===== config.mk =====
export PLATFORM = sky130hd
export DESIGN_NAME = clk_divider_mc
export DESIGN_NICKNAME = d
export VERILOG_FILES = /design/src/rtl/clk_div_pkg.sv /design/src/rtl/clk_div_chan.sv /design/src/rtl/clk_divider_mc.sv
export SDC_FILE = /design/constraint.sdc
export NUM_CORES = 1
export LEC_CHECK = 0
export CAP_MARGIN = 20
export CORE_ASPECT_RATIO = 1.25
export CORE_MARGIN = 10
export CORE_UTILIZATION = 45
export CTS_BUF_LIST = sky130_fd_sc_hd__clkbuf_8
export CTS_CLUSTER_DIAMETER = 100
export DETAILED_ROUTE_END_ITERATION = 10
export PLACE_DENSITY = 0.67
export SKIP_CTS_REPAIR_TIMING = 1
export SLEW_MARGIN = 20
export SYNTH_ARGS = -nofsm -noshare
export SYNTH_HDL_FRONTEND = slang
export SYNTH_HIERARCHICAL = 1
export SYNTH_SLANG_ARGS = --single-unit

===== constraint.sdc =====
create_clock -name i_ref_clk -period 11.8 [get_ports i_ref_clk]
set_clock_uncertainty 0.2 [all_clocks]
set_input_delay 2.36 -clock i_ref_clk [delete_from_list [all_inputs] [get_ports i_ref_clk]]
set_output_delay 2.36 -clock i_ref_clk [all_outputs]
set_load 0.02 [all_outputs]

===== src/rtl/clk_div_pkg.sv =====
// -----------------------------------------------------------------------------
// clk_div_pkg
// Shared definitions for the multi-channel integer clock divider.
//   RATIO_W_DEF   : default ratio width per channel (max ratio 2**RATIO_W-1)
//   ratio_t       : ratio type at the default width
//   BYPASS_RATIO  : active ratio value meaning "output follows the reference"
//   MIN_DIV_RATIO : smallest ratio that actually divides
//   chan_mode_e   : decoded channel mode (bypass / dividing)
// -----------------------------------------------------------------------------
package clk_div_pkg;

  localparam int RATIO_W_DEF   = 8;
  localparam int BYPASS_RATIO  = 0;
  localparam int MIN_DIV_RATIO = 2;

  typedef logic [RATIO_W_DEF-1:0] ratio_t;

  typedef enum logic {
    MODE_BYPASS = 1'b0,
    MODE_DIVIDE = 1'b1
  } chan_mode_e;

endpackage


===== src/rtl/clk_div_chan.sv =====
// -----------------------------------------------------------------------------
// clk_div_chan
// One divider channel: period counter, registered divided clock, shadow ratio,
// rising-edge tick and the bypass mux onto the reference clock.
//
// Ports
//   clk_i          in   reference clock
//   rst_ni         in   asynchronous active-low reset
//   en_i           in   divide enable
//   ratio_i        in   requested ratio (values below 2 mean bypass)
//   div_clk_o      out  divided clock, or clk_i while bypassed
//   tick_o         out  one-cycle pulse in the cycle the divided clock rises
//   active_ratio_o out  ratio currently in effect (0 = bypass)
//
// Build option CLK_DIV_DUTY50_EN: when defined, odd ratios get an exact 50%
// duty cycle through a negedge flop that stretches the high phase by half a
// reference cycle. Otherwise odd ratios are high ceil(N/2), low floor(N/2).
// -----------------------------------------------------------------------------
module clk_div_chan
  import clk_div_pkg::*;
#(
  parameter int RATIO_W = RATIO_W_DEF
) (
  input  logic               clk_i,
  input  logic               rst_ni,
  input  logic               en_i,
  input  logic [RATIO_W-1:0] ratio_i,
  output logic               div_clk_o,
  output logic               tick_o,
  output logic [RATIO_W-1:0] active_ratio_o
);

  localparam logic [RATIO_W-1:0] RATIO_BYPASS = RATIO_W'(BYPASS_RATIO);
  localparam logic [RATIO_W-1:0] RATIO_MIN    = RATIO_W'(MIN_DIV_RATIO);
  localparam logic [RATIO_W-1:0] ONE          = RATIO_W'(1);

  // Number of counter values for which div_q is high. Kept at RATIO_W bits:
  // (n >> 1) + n[0] is at most 2**(RATIO_W-1), so it cannot overflow.
  function automatic logic [RATIO_W-1:0] high_len(input logic [RATIO_W-1:0] n);
`ifdef CLK_DIV_DUTY50_EN
    // The negedge flop adds the missing half cycle on odd ratios.
    high_len = n >> 1;
`else
    high_len = (n >> 1) + RATIO_W'(n[0]);
`endif
  endfunction

  logic [RATIO_W-1:0] act_ratio_q, act_ratio_d;
  logic [RATIO_W-1:0] cnt_q, cnt_d;
  logic               div_q, div_d;
  logic               tick_q, tick_d;
  logic               req_valid;
  logic [RATIO_W-1:0] req_ratio;
  logic               at_boundary;
  logic               div_shaped;
  chan_mode_e         mode;

  assign req_valid   = en_i && (ratio_i >= RATIO_MIN);
  assign req_ratio   = req_valid ? ratio_i : RATIO_BYPASS;
  assign mode        = (act_ratio_q == RATIO_BYPASS) ? MODE_BYPASS : MODE_DIVIDE;
  assign at_boundary = (mode == MODE_DIVIDE) && (cnt_q == act_ratio_q - ONE);

  // The request is only looked at while bypassed or on the last count of a
  // period, so a ratio or enable change can never truncate a divided period.
  always_comb begin
    act_ratio_d = act_ratio_q;
    cnt_d       = cnt_q + ONE;
    tick_d      = 1'b0;
    div_d       = 1'b1;
    if ((mode == MODE_BYPASS) || at_boundary) begin
      act_ratio_d = req_ratio;
      cnt_d       = '0;
      tick_d      = req_valid;
    end
    if (act_ratio_d != RATIO_BYPASS) begin
      div_d = (cnt_d < high_len(act_ratio_d));
    end
  end

  always_ff @(posedge clk_i or negedge rst_ni) begin
    if (!rst_ni) begin
      act_ratio_q <= RATIO_BYPASS;
      cnt_q       <= '0;
      div_q       <= 1'b1;
      tick_q      <= 1'b0;
    end else begin
      act_ratio_q <= act_ratio_d;
      cnt_q       <= cnt_d;
      div_q       <= div_d;
      tick_q      <= tick_d;
    end
  end

`ifdef CLK_DIV_DUTY50_EN
  // Half-cycle delayed copy of div_q, only for odd ratios. ORing it in moves
  // the falling edge half a reference cycle later; the two flops never toggle
  // on the same edge, so the OR cannot glitch.
  logic div_neg_q;

  always_ff @(negedge clk_i or negedge rst_ni) begin
    if (!rst_ni) begin
      div_neg_q <= 1'b0;
    end else begin
      div_neg_q <= div_q & act_ratio_q[0];
    end
  end

  assign div_shaped = div_q | div_neg_q;
`else
  assign div_shaped = div_q;
`endif

  // Leaving bypass happens at a posedge (reference high, div_q loads 1) and
  // entering bypass happens at the end of a low phase (div_q low, reference
  // rising), so the mux switch never produces a runt pulse.
  assign div_clk_o      = (mode == MODE_BYPASS) ? clk_i : div_shaped;
  assign tick_o         = tick_q;
  assign active_ratio_o = act_ratio_q;

endmodule


===== src/rtl/clk_divider_mc.sv =====
// -----------------------------------------------------------------------------
// clk_divider_mc
// Multi-channel programmable integer clock divider. NUM_CH independent
// channels are derived from one reference clock; each has its own ratio,
// enable and bypass. Ratio/enable changes are applied only at a divided
// period boundary.
//
// Ports
//   i_ref_clk       in   reference clock
//   i_rst_clk       in   asynchronous active-low reset
//   i_clk_en        in   per-channel divide enable            [NUM_CH]
//   i_div_ratio     in   per-channel requested ratio          [NUM_CH*RATIO_W]
//   o_div_clk       out  per-channel divided clock            [NUM_CH]
//   o_tick          out  per-channel divided rising-edge tick [NUM_CH]
//   o_active_ratio  out  per-channel ratio in effect, 0=bypass [NUM_CH*RATIO_W]
//
// Channel c uses bits [c*RATIO_W +: RATIO_W] of the ratio buses.
// Build option CLK_DIV_DUTY50_EN selects exact 50% duty for odd ratios.
// -----------------------------------------------------------------------------
module clk_divider_mc
  import clk_div_pkg::*;
#(
  parameter int NUM_CH  = 2,
  parameter int RATIO_W = RATIO_W_DEF
) (
  input  logic                      i_ref_clk,
  input  logic                      i_rst_clk,
  input  logic [NUM_CH-1:0]         i_clk_en,
  input  logic [NUM_CH*RATIO_W-1:0] i_div_ratio,
  output logic [NUM_CH-1:0]         o_div_clk,
  output logic [NUM_CH-1:0]         o_tick,
  output logic [NUM_CH*RATIO_W-1:0] o_active_ratio
);

  for (genvar c = 0; c < NUM_CH; c++) begin : g_chan
    clk_div_chan #(
      .RATIO_W (RATIO_W)
    ) u_chan (
      .clk_i          (i_ref_clk),
      .rst_ni         (i_rst_clk),
      .en_i           (i_clk_en[c]),
      .ratio_i        (i_div_ratio[c*RATIO_W +: RATIO_W]),
      .div_clk_o      (o_div_clk[c]),
      .tick_o         (o_tick[c]),
      .active_ratio_o (o_active_ratio[c*RATIO_W +: RATIO_W])
    );
  end

endmodule


Word-level counts from Yosys, hierarchy flattened --
Cells that the tools add are included.
Word-level totals: bits of input ports 20, memories kept 0, bits in latches 0, ROM bits 0, logic and storage cells 44, RAM bits 0, output and inout port bits 20, flip-flop bits (word level) 36
Cells by class: shift operators 0, divide/modulo/power cells 0, $lt $le $gt $ge 4, eq/ne operators 2, $mul 0, reduce and logical (&&, ||, !) cells 10, $add $sub $neg 6, bitwise logic cells 0, multiplexer cells 14
Operators with widths (number):
- 2-to-1 mux 8 bit | 6
- adder 7 x 1 -> 8 bit | 2
- adder 8 x 1 -> 8 bit (second input constant) | 2
- equality test 8 bit | 2
- >= comparator 8 x 2 -> 1 bit (second input constant) | 2
- logical NOT 8 bit | 2
- < comparator 8 bit | 2
- nonzero test 8 bit | 2
- subtractor 8 x 1 -> 8 bit (second input constant) | 2
- 2-to-1 mux 1 bit | 8
- logical AND 1 bit | 4
- logical OR 1 bit | 2

Logic depth before layout (Yosys ltp) --
Gate-level depths: netlist (run 1).
depth in word-level cells 8, depth in mapped cells 21, depth with buffers taken out 20

Hierarchy --
The synthesis (run 1) kept the hierarchy.
By module, submodules not included:
- clk_div_chan at g_chan[0].u_chan | seq. area each 451.7 um^2, instances 1, cells each 168, area each 1559.0 um^2
- clk_div_chan at g_chan[1].u_chan | seq. area each 451.7 um^2, instances 1, cells each 153, area each 1476.4 um^2

==> results of run 1 <==
path summary, 6_finish.rpt:
| kind | from | to | cells past startpoint |
|---|---|---|---|
| max in group asynchronous | i_rst_clk | g_chan[1].u_chan/cnt_q[2]$_DFF_PN0_ | 1 |
| max | i_ref_clk | o_div_clk[0] | 4 |
| min reg2reg | g_chan[1].u_chan/cnt_q[0]$_DFF_PN0_ | g_chan[1].u_chan/cnt_q[0]$_DFF_PN0_ | 1 |
| max reg2reg | g_chan[0].u_chan/active_ratio_o[2]$_DFF_PN0_ | g_chan[0].u_chan/div_q$_DFF_PN1_ | 16 |
| min in group asynchronous | i_rst_clk | g_chan[0].u_chan/active_ratio_o[4]$_DFF_PN0_ | 1 |
| min | g_chan[1].u_chan/cnt_q[0]$_DFF_PN0_ | g_chan[1].u_chan/cnt_q[0]$_DFF_PN0_ | 1 |
kinds of logic after synthesis:
kind of cell | Yosys count | synth area share
compound gates | 55 | 0.158
xor+xnor | 39 | 0.113
fa+ha+maj | 26 | 0.107
buf+inv | 32 | 0.0639
flops | 36 | 0.298
mux | 9 | 0.0317
simple gates | 124 | 0.229
flip-flops by register name, summed over array words and instances, names as in the netlist:
name / flops
g_chan.u_chan/active_ratio_o: 16
g_chan.u_chan/div_q: 2
g_chan.u_chan/tick_o: 2
g_chan.u_chan/cnt_q: 16
power breakdown:
part	switching [W]	internal [W]	total (W)	leakage, nW
Combinational	0.000155	0.000141	0.000296	0.965
Sequential	0.0000457	0.000148	0.000194	0.440
Clock	0.0000551	0.0000790	0.000134	0.104
stage by stage:
stage | power (W) | hold WS [ns] | cells | instance area (sq um) | utilization
2_1_floorplan | 0.000419 | 0.311 | 321 | 3040 | -
3_3_place_gp | 0.000496 | 0.414 | 434 | 3410 | 0.520
3_5_place_dp | 0.000501 | 0.422 | 434 | 3410 | 0.520
4_1_cts | 0.000633 | 0.431 | 447 | 3560 | 0.542
5_1_grt | 0.000678 | 0.471 | 447 | 3560 | 0.542
6_report | 0.000624 | 0.421 | 447 | 3560 | 0.542
synth_stat cells, drive strengths merged, types with 2 or more instances:
library cell,number
mux2i,4
a31o,3
buf,12
xor2,18
a31oi,5
or3,4
a32o,5
and3,12
dfstp,2
ha,26
mux2,5
nor2b,8
o21ai,12
nand3b,2
nand2,15
and2,2
a21o,4
clkbuf,2
a21oi,7
or4,6
xnor2,21
nand3,27
nor2,29
and3b,2
nor4,3
dfrtp,34
o2111ai,3
nor3,7
a32oi,2
a311o,2
o211ai,2
a211oi,2
nand4,3
inv,18
cell usage in the layout (no fill, tap or decap), types with 5 or more instances in the layout:
| cell type | Yosys | routed |
|---|---|---|
| sky130_fd_sc_hd__ha_1 | 26 | 26 |
| sky130_fd_sc_hd__inv_1 | 18 | 21 |
| sky130_fd_sc_hd__clkdlybuf4s50_1 | 0 | 38 |
| sky130_fd_sc_hd__xnor2_1 | 21 | 21 |
| sky130_fd_sc_hd__clkbuf_8 | 0 | 10 |
| sky130_fd_sc_hd__xor2_1 | 18 | 18 |
| sky130_fd_sc_hd__nor3_1 | 6 | 6 |
| sky130_fd_sc_hd__nand2_1 | 14 | 14 |
| sky130_fd_sc_hd__a21oi_1 | 6 | 6 |
| sky130_fd_sc_hd__o21ai_0 | 12 | 12 |
| sky130_fd_sc_hd__dfrtp_1 | 34 | 34 |
| sky130_fd_sc_hd__mux2_2 | 5 | 5 |
| sky130_fd_sc_hd__nor2b_1 | 8 | 8 |
| sky130_fd_sc_hd__nor2_1 | 28 | 28 |
| sky130_fd_sc_hd__and3_1 | 12 | 12 |
| sky130_fd_sc_hd__nand3_1 | 26 | 26 |
cell type report:
cell class | instances | area share
Clock buffer | 12 | 0.0443
Tap cell | 87 | 0.0306
Clock inverter | 3 | 0.00316
Multi-Input combinational cell | 253 | 0.544
Sequential cell | 36 | 0.254
Inverter | 18 | 0.0190
Timing Repair Buffer | 38 | 0.105
worst reg2reg max path, delay by kind of cell, from the launching register on:
family	cells	cell delay, ns
AOI/OAI and AO/OA	7	1.53
and+or+nand+nor	5	1.59
adders and majority gates	3	0.78
DFF	1	0.52
xor gates and xnor gates	1	0.18
metal layers:
| layer | global-route usage | vias to the layer above | share of wire |
|---|---|---|---|
| met1 | 0.157 | 1204 | 0.39 |
| met3 | 0.0457 | 23 | 0.054 |
| li1 | - | 1242 | - |
| met5 | 0 | - | 0 |
| met4 | 0.0784 | 0 | 0.034 |
| met2 | 0.263 | 74 | 0.53 |
==> results.txt, run 1 <==
The run finished with clean final reports. The number of distinct library cells after synthesis is 62. The net count of the mapped netlist came out at 367. The die width is around 93 um.

The sequential cells in the finished layout cover a total of 903 sq um. The power density over cell area came out at 175 nW/um^2. Counting flops with a built-in enable in the synthesized netlist gives 0. The violation count after the first detailed-routing iteration is 71. Setup repair after global routing left no endpoint under its margin. The mean instance size in the synthesized netlist is 9.46 sq um.

In this run the worst hold path is classified as register to register. The slack of the worst reg-to-reg path came out at 6.93 ns. The repair_antennas step left the layout with diodes totalling 0. The count of maximum capacitance violations came out at 0.

Along the worst path, the maximum fanout reaches 2. The slew of the pin with the lowest slew margin came out at just over 0.8 ns. STA classifies the critical path endpoint as an output port. The library cell contributing the largest single delay on the critical path is sky130_fd_sc_hd__clkdlybuf4s50_1. The worst-case vdd ir drop is 0.0000895 V. The via count of the first global-routing pass was approximately 2700. The worst setup path is of the clock port to output port kind. The biggest area contributor in the post-synthesis netlist is sky130_fd_sc_hd__dfrtp_1. In the synthesized netlist the async set-or-reset flop fraction comes to 1.00. For the final routed database, the setup TNS stands at 0 ns.

The netlist area before placement is 3040 sq um. The detail route stage leaves a number of antenna-violating nets equal to 0. The initial utilization of the core area, before any placement, comes to 0.462. TritonCTS built the clock tree. The count of buffers inserted at the top-level ports is 39. The number of top-level design ports came out at 40.

Traced cell by cell, the critical path runs through clkbuf_8, clkbuf_8, mux2_2, clkdlybuf4s50_1. The floorplan row count came out at 33. Routability-driven placement finished with a final weighted congestion of 0.888. The share of the Yosys chip area taken by registers is 0.298. The total global routing overflow is 0.

The final net count came out at between 400 and 500. The routed via count is 2543. The die is about 110 um tall.

The total wire length after detailed routing came out at 7.66 mm. The total track usage came out at 0.151. The dominant delay contributor by cell family on the critical path is buffers and inverters.

The share of final-layout standard cells stronger than drive strength 1 is 0.117. The area of combinational cells with multiple inputs is 1940 sq um. The cell count after synthesis came out at about 320. The average wire length per cell after detail routing came out at 17.1 um. The average vias per placed instance is 5.69. Sorting the synthesized cells by area gives the leading types as sky130_fd_sc_hd__dfrtp_1 (28%), sky130_fd_sc_hd__ha_1 (11%), sky130_fd_sc_hd__xnor2_1 (6.1%).

For the worst-skew pair, the clock arrives at the later sink with an insertion delay of 0.39 ns. The pin count of the biggest net entering global routing is 37. The number of pins with negative max-slew slack in the final report came out at 0. The area of the core is 6570 sq um. After detailed routing, the number of remaining DRC violations is 0.

The total leakage power is 1.51 nW. The number of antenna violations at the first check in global routing came out at 0. The sum of buffers and inverters on the critical path is 3. The half-perimeter wire length after placement is 5.98 mm.

The delay of the slowest cell on the worst path is 0.54 ns. Counting the fill cells in the layout gives 601. STA classifies the critical path startpoint as a clock port.

Data arrives at the worst endpoint at 6.93 ns. Setup violations remaining at the end of the flow were counted as 0. The worst path meets setup with 2.31 ns of slack. The total count of hold-check failures in the final report came to 0.

The most numerous cell type found on the critical path is sky130_fd_sc_hd__clkbuf_8. The top-area cell type share of the netlist area came out at 0.280. The global-route wire length before repair is 12.8 mm. The count of yosys warnings during synthesis came out at 6. For this run, the leading register cell type out of synthesis is sky130_fd_sc_hd__dfrtp_1. STA puts the critical path data required time at around 9.2 ns. The flop and latch count out of synthesis came out at 36. OpenSTA, run right after detailed placement, puts the worst setup slack at 2.57 ns. The length of the first detailed-routing pass in iterations came out at 4.

The growth of design area from synthesis to finish is 17.3%. The overall die area came out at 10500 sq um. The clock-pin slew reported for the worst setup and hold paths after clock tree synthesis is 0.07 ns. The relative slew slack is 0.446.
Note: power is estimated with default switching activity, not from simulation.
==> run 2, diff against run 1 <==
==> constraint.sdc (replaced) <==
create_clock -name i_ref_clk -period 9.36 [get_ports i_ref_clk]
set_clock_uncertainty 0.2 [all_clocks]
set_input_delay 1.872 -clock i_ref_clk [delete_from_list [all_inputs] [get_ports i_ref_clk]]
set_output_delay 1.872 -clock i_ref_clk [all_outputs]
set_load 0.02 [all_outputs]
==> results.txt, run 2 (synthesis results as in run 1) <==
The initial standard-cell utilization of the core came out at 0.462 (unchanged). The critical-path maximum fanout is 2 (unchanged). The total of fill cells in the finished design is 589 (was 601).

The end of the worst register-to-register path is g_chan[0].u_chan/div_q$_DFF_PN1_ (unchanged). The floorplan row count came out at 33 (unchanged). The TritonCTS clock tree is done (unchanged). The class of the most critical setup path is clock port to output port (unchanged).

The sort of element at the start of the critical path is a clock port (unchanged). The slew of the pin with the lowest slew margin is 0.856 ns (was 0.830 ns). The sequential fraction of design power is 0.309 (was 0.310). The endpoint class of the critical path is an output port (unchanged). The cell count of the worst hold path is 1 (unchanged). The via count of the first global-routing pass came out at 2615 (was 2690). The number of pins with negative max-slew slack in the final report is 0 (unchanged). The slack of the worst reg-to-reg path came out at 4.50 ns (was 6.93 ns). The kind of path behind the tightest hold check is register to register (unchanged). The worst-case vdd ir drop is 0.000114 V (was 0.0000895 V).

The final non-filler cell total came out at 446 (was 447). The total global routing overflow is 0 (unchanged). The leading cell type in the layout, fill and taps excluded was sky130_fd_sc_hd__clkdlybuf4s50_1 (unchanged). The internal power summed over all cells came out at 0.000465 W (was 0.000368 W). The number of cells on the worst reg-to-reg path was 16 (unchanged). The routability congestion estimate is 0.886 (was 0.888). The number of top-level design ports came out at 40 (unchanged).

The total count of hold-check failures in the final report is 0 (unchanged). The pin count of the biggest net entering global routing came out at 37 (unchanged). The sum of negative setup slack is 0 ns (unchanged).

The global-route wire length before repair is 13.0 mm (was 12.8 mm). The cell area after placement is 3400 sq um (was 3410 sq um). The area of the core came to 6570 sq um (unchanged). RSZ-0062 raised after global routing: false (unchanged). The total track usage is 0.156 (was 0.151). The share of final-layout standard cells stronger than drive strength 1 came out at 0.117 (about the same). The number of failing setup endpoints in the final timing report is 0 (unchanged). Commonest non-fill, non-tap cells in the layout: sky130_fd_sc_hd__clkdlybuf4s50_1 (38), sky130_fd_sc_hd__dfrtp_1 (34), sky130_fd_sc_hd__nor2_1 (28) (unchanged). The post-detailed-route count of antenna-violating nets is 0 (unchanged).

The register cell area after layout came out at 903 sq um (unchanged). The destination of the worst hold path is g_chan[1].u_chan/cnt_q[0]$_DFF_PN0_ (unchanged). The proportion of power drawn by the clock network is 0.214 (was 0.215). The relative slew slack is 0.429 (was 0.446). The violation count after the first detailed-routing iteration came out at 62 (was 71). The finished layout cell area came out at 3560 sq um (about the same). The antenna diode count came out at 0 (unchanged). The number of antenna violations at the first check in global routing is 0 (unchanged). The total wire length after detailed routing is 7.81 mm (was 7.66 mm). The count of maximum capacitance violations is 0 (unchanged). The total leakage power came out at 1.50 nW (was 1.51 nW). The overall die area is 10500 sq um (unchanged). The half-perimeter wire length after placement came out at 5.95 mm (was 5.98 mm). The cell total after placement is 433 (was 434).

The reg-to-reg startpoint is g_chan[0].u_chan/active_ratio_o[2]$_DFF_PN0_ (unchanged). The average vias per placed instance came out at 5.74 (was 5.69). The hold path startpoint was g_chan[1].u_chan/cnt_q[0]$_DFF_PN0_ (unchanged). The die width is 93.5 um (unchanged). The switching portion of total power is 0.414 (was 0.411). The overall die height is 112 um (unchanged). The average wire length per cell after detail routing is 17.5 um (was 17.1 um).

The power density over cell area is 223 nW/um^2 (was 175 nW/um^2). The combinational group share of total power is 0.477 (was 0.475). The data required time at the worst endpoint came to 7.29 ns (was 9.24 ns).

The final net count is 403 (was 404). The area of combinational cells with multiple inputs came out at 1940 sq um (about the same). The residual DRC count is 0 (unchanged). The net load switching power came out at 0.000329 W (was 0.000256 W). The growth of design area from synthesis to finish was 17.2% (was 17.3%).

The count of buffers inserted at the top-level ports came out at 39 (unchanged). The clock insertion delay at the later pin of the skew report came out at 0.39 ns (about the same). The data arrival time of the worst path is 5.71 ns (was 6.93 ns). The routed via count came to 2562 (was 2543). The length of the first detailed-routing pass in iterations was 4 (unchanged).

The worst hold margin is 0.433 ns (was 0.421 ns). Run status: completed (unchanged). The clock-pin slew reported for the worst setup and hold paths after clock tree synthesis is 0.07 ns (about the same). The core occupancy in the finished layout is 0.542 (about the same).
==> run 2: critical path: stages <==
cell	delay [ns]
sky130_fd_sc_hd__clkbuf_8	0.12
sky130_fd_sc_hd__clkbuf_8	0.12
sky130_fd_sc_hd__mux2_2	0.25
sky130_fd_sc_hd__clkdlybuf4s50_1	0.54
==> run 2: metrics by stage <==
| stage | total power [W] | worst slack [ns] |
|---|---|---|
| after detailed placement | 0.000634 | 1.84 |
| after floorplan | 0.000528 | 2.30 |
| after global routing | 0.000859 | 1.54 |
| final | 0.000793 | 1.57 |
| after CTS | 0.000801 | 1.56 |
| after global placement | 0.000625 | 1.84 |
==> run 2: area by class of cell <==
type,count,share of cell area
flip-flops and latches,36,0.254
clock inverters,3,0.00316
inverters,18,0.0190
repair buffers,37,0.103
multi-input cells,253,0.546
clock buffers,12,0.0443
well taps,87,0.0306
==> run 2: worst max-delay path by stage <==
stage | cells after the start | start | slack (ns) | to
after floorplan | 1 | i_ref_clk | 2.30 | o_div_clk[0]
after global placement | 2 | i_ref_clk | 1.84 | o_div_clk[0]
after detailed placement | 2 | i_ref_clk | 1.84 | o_div_clk[0]
after CTS | 4 | i_ref_clk | 1.56 | o_div_clk[0]
after global routing | 4 | i_ref_clk | 1.54 | o_div_clk[0]
final | 4 | i_ref_clk | 1.57 | o_div_clk[1]
==> run 2: power by group through the flow <==
stage | registers, W | logic, W | clock network, W
floorplan | 0.000239 | 0.000284 | 0.00000463
global placement | 0.000247 | 0.000370 | 0.00000778
detailed placement | 0.000248 | 0.000379 | 0.00000778
CTS | 0.000245 | 0.000380 | 0.000176
global route | 0.000250 | 0.000424 | 0.000185
finish | 0.000245 | 0.000379 | 0.000170
==> run 2: layer usage <==
metal  part of all wire  vias to the layer above  track usage
met1               0.40                     1218        0.174
met5                  0                        -            0
met3              0.058                       14       0.0470
met4              0.018                        0       0.0639
met2               0.53                       86        0.267
li1                   -                     1244            -
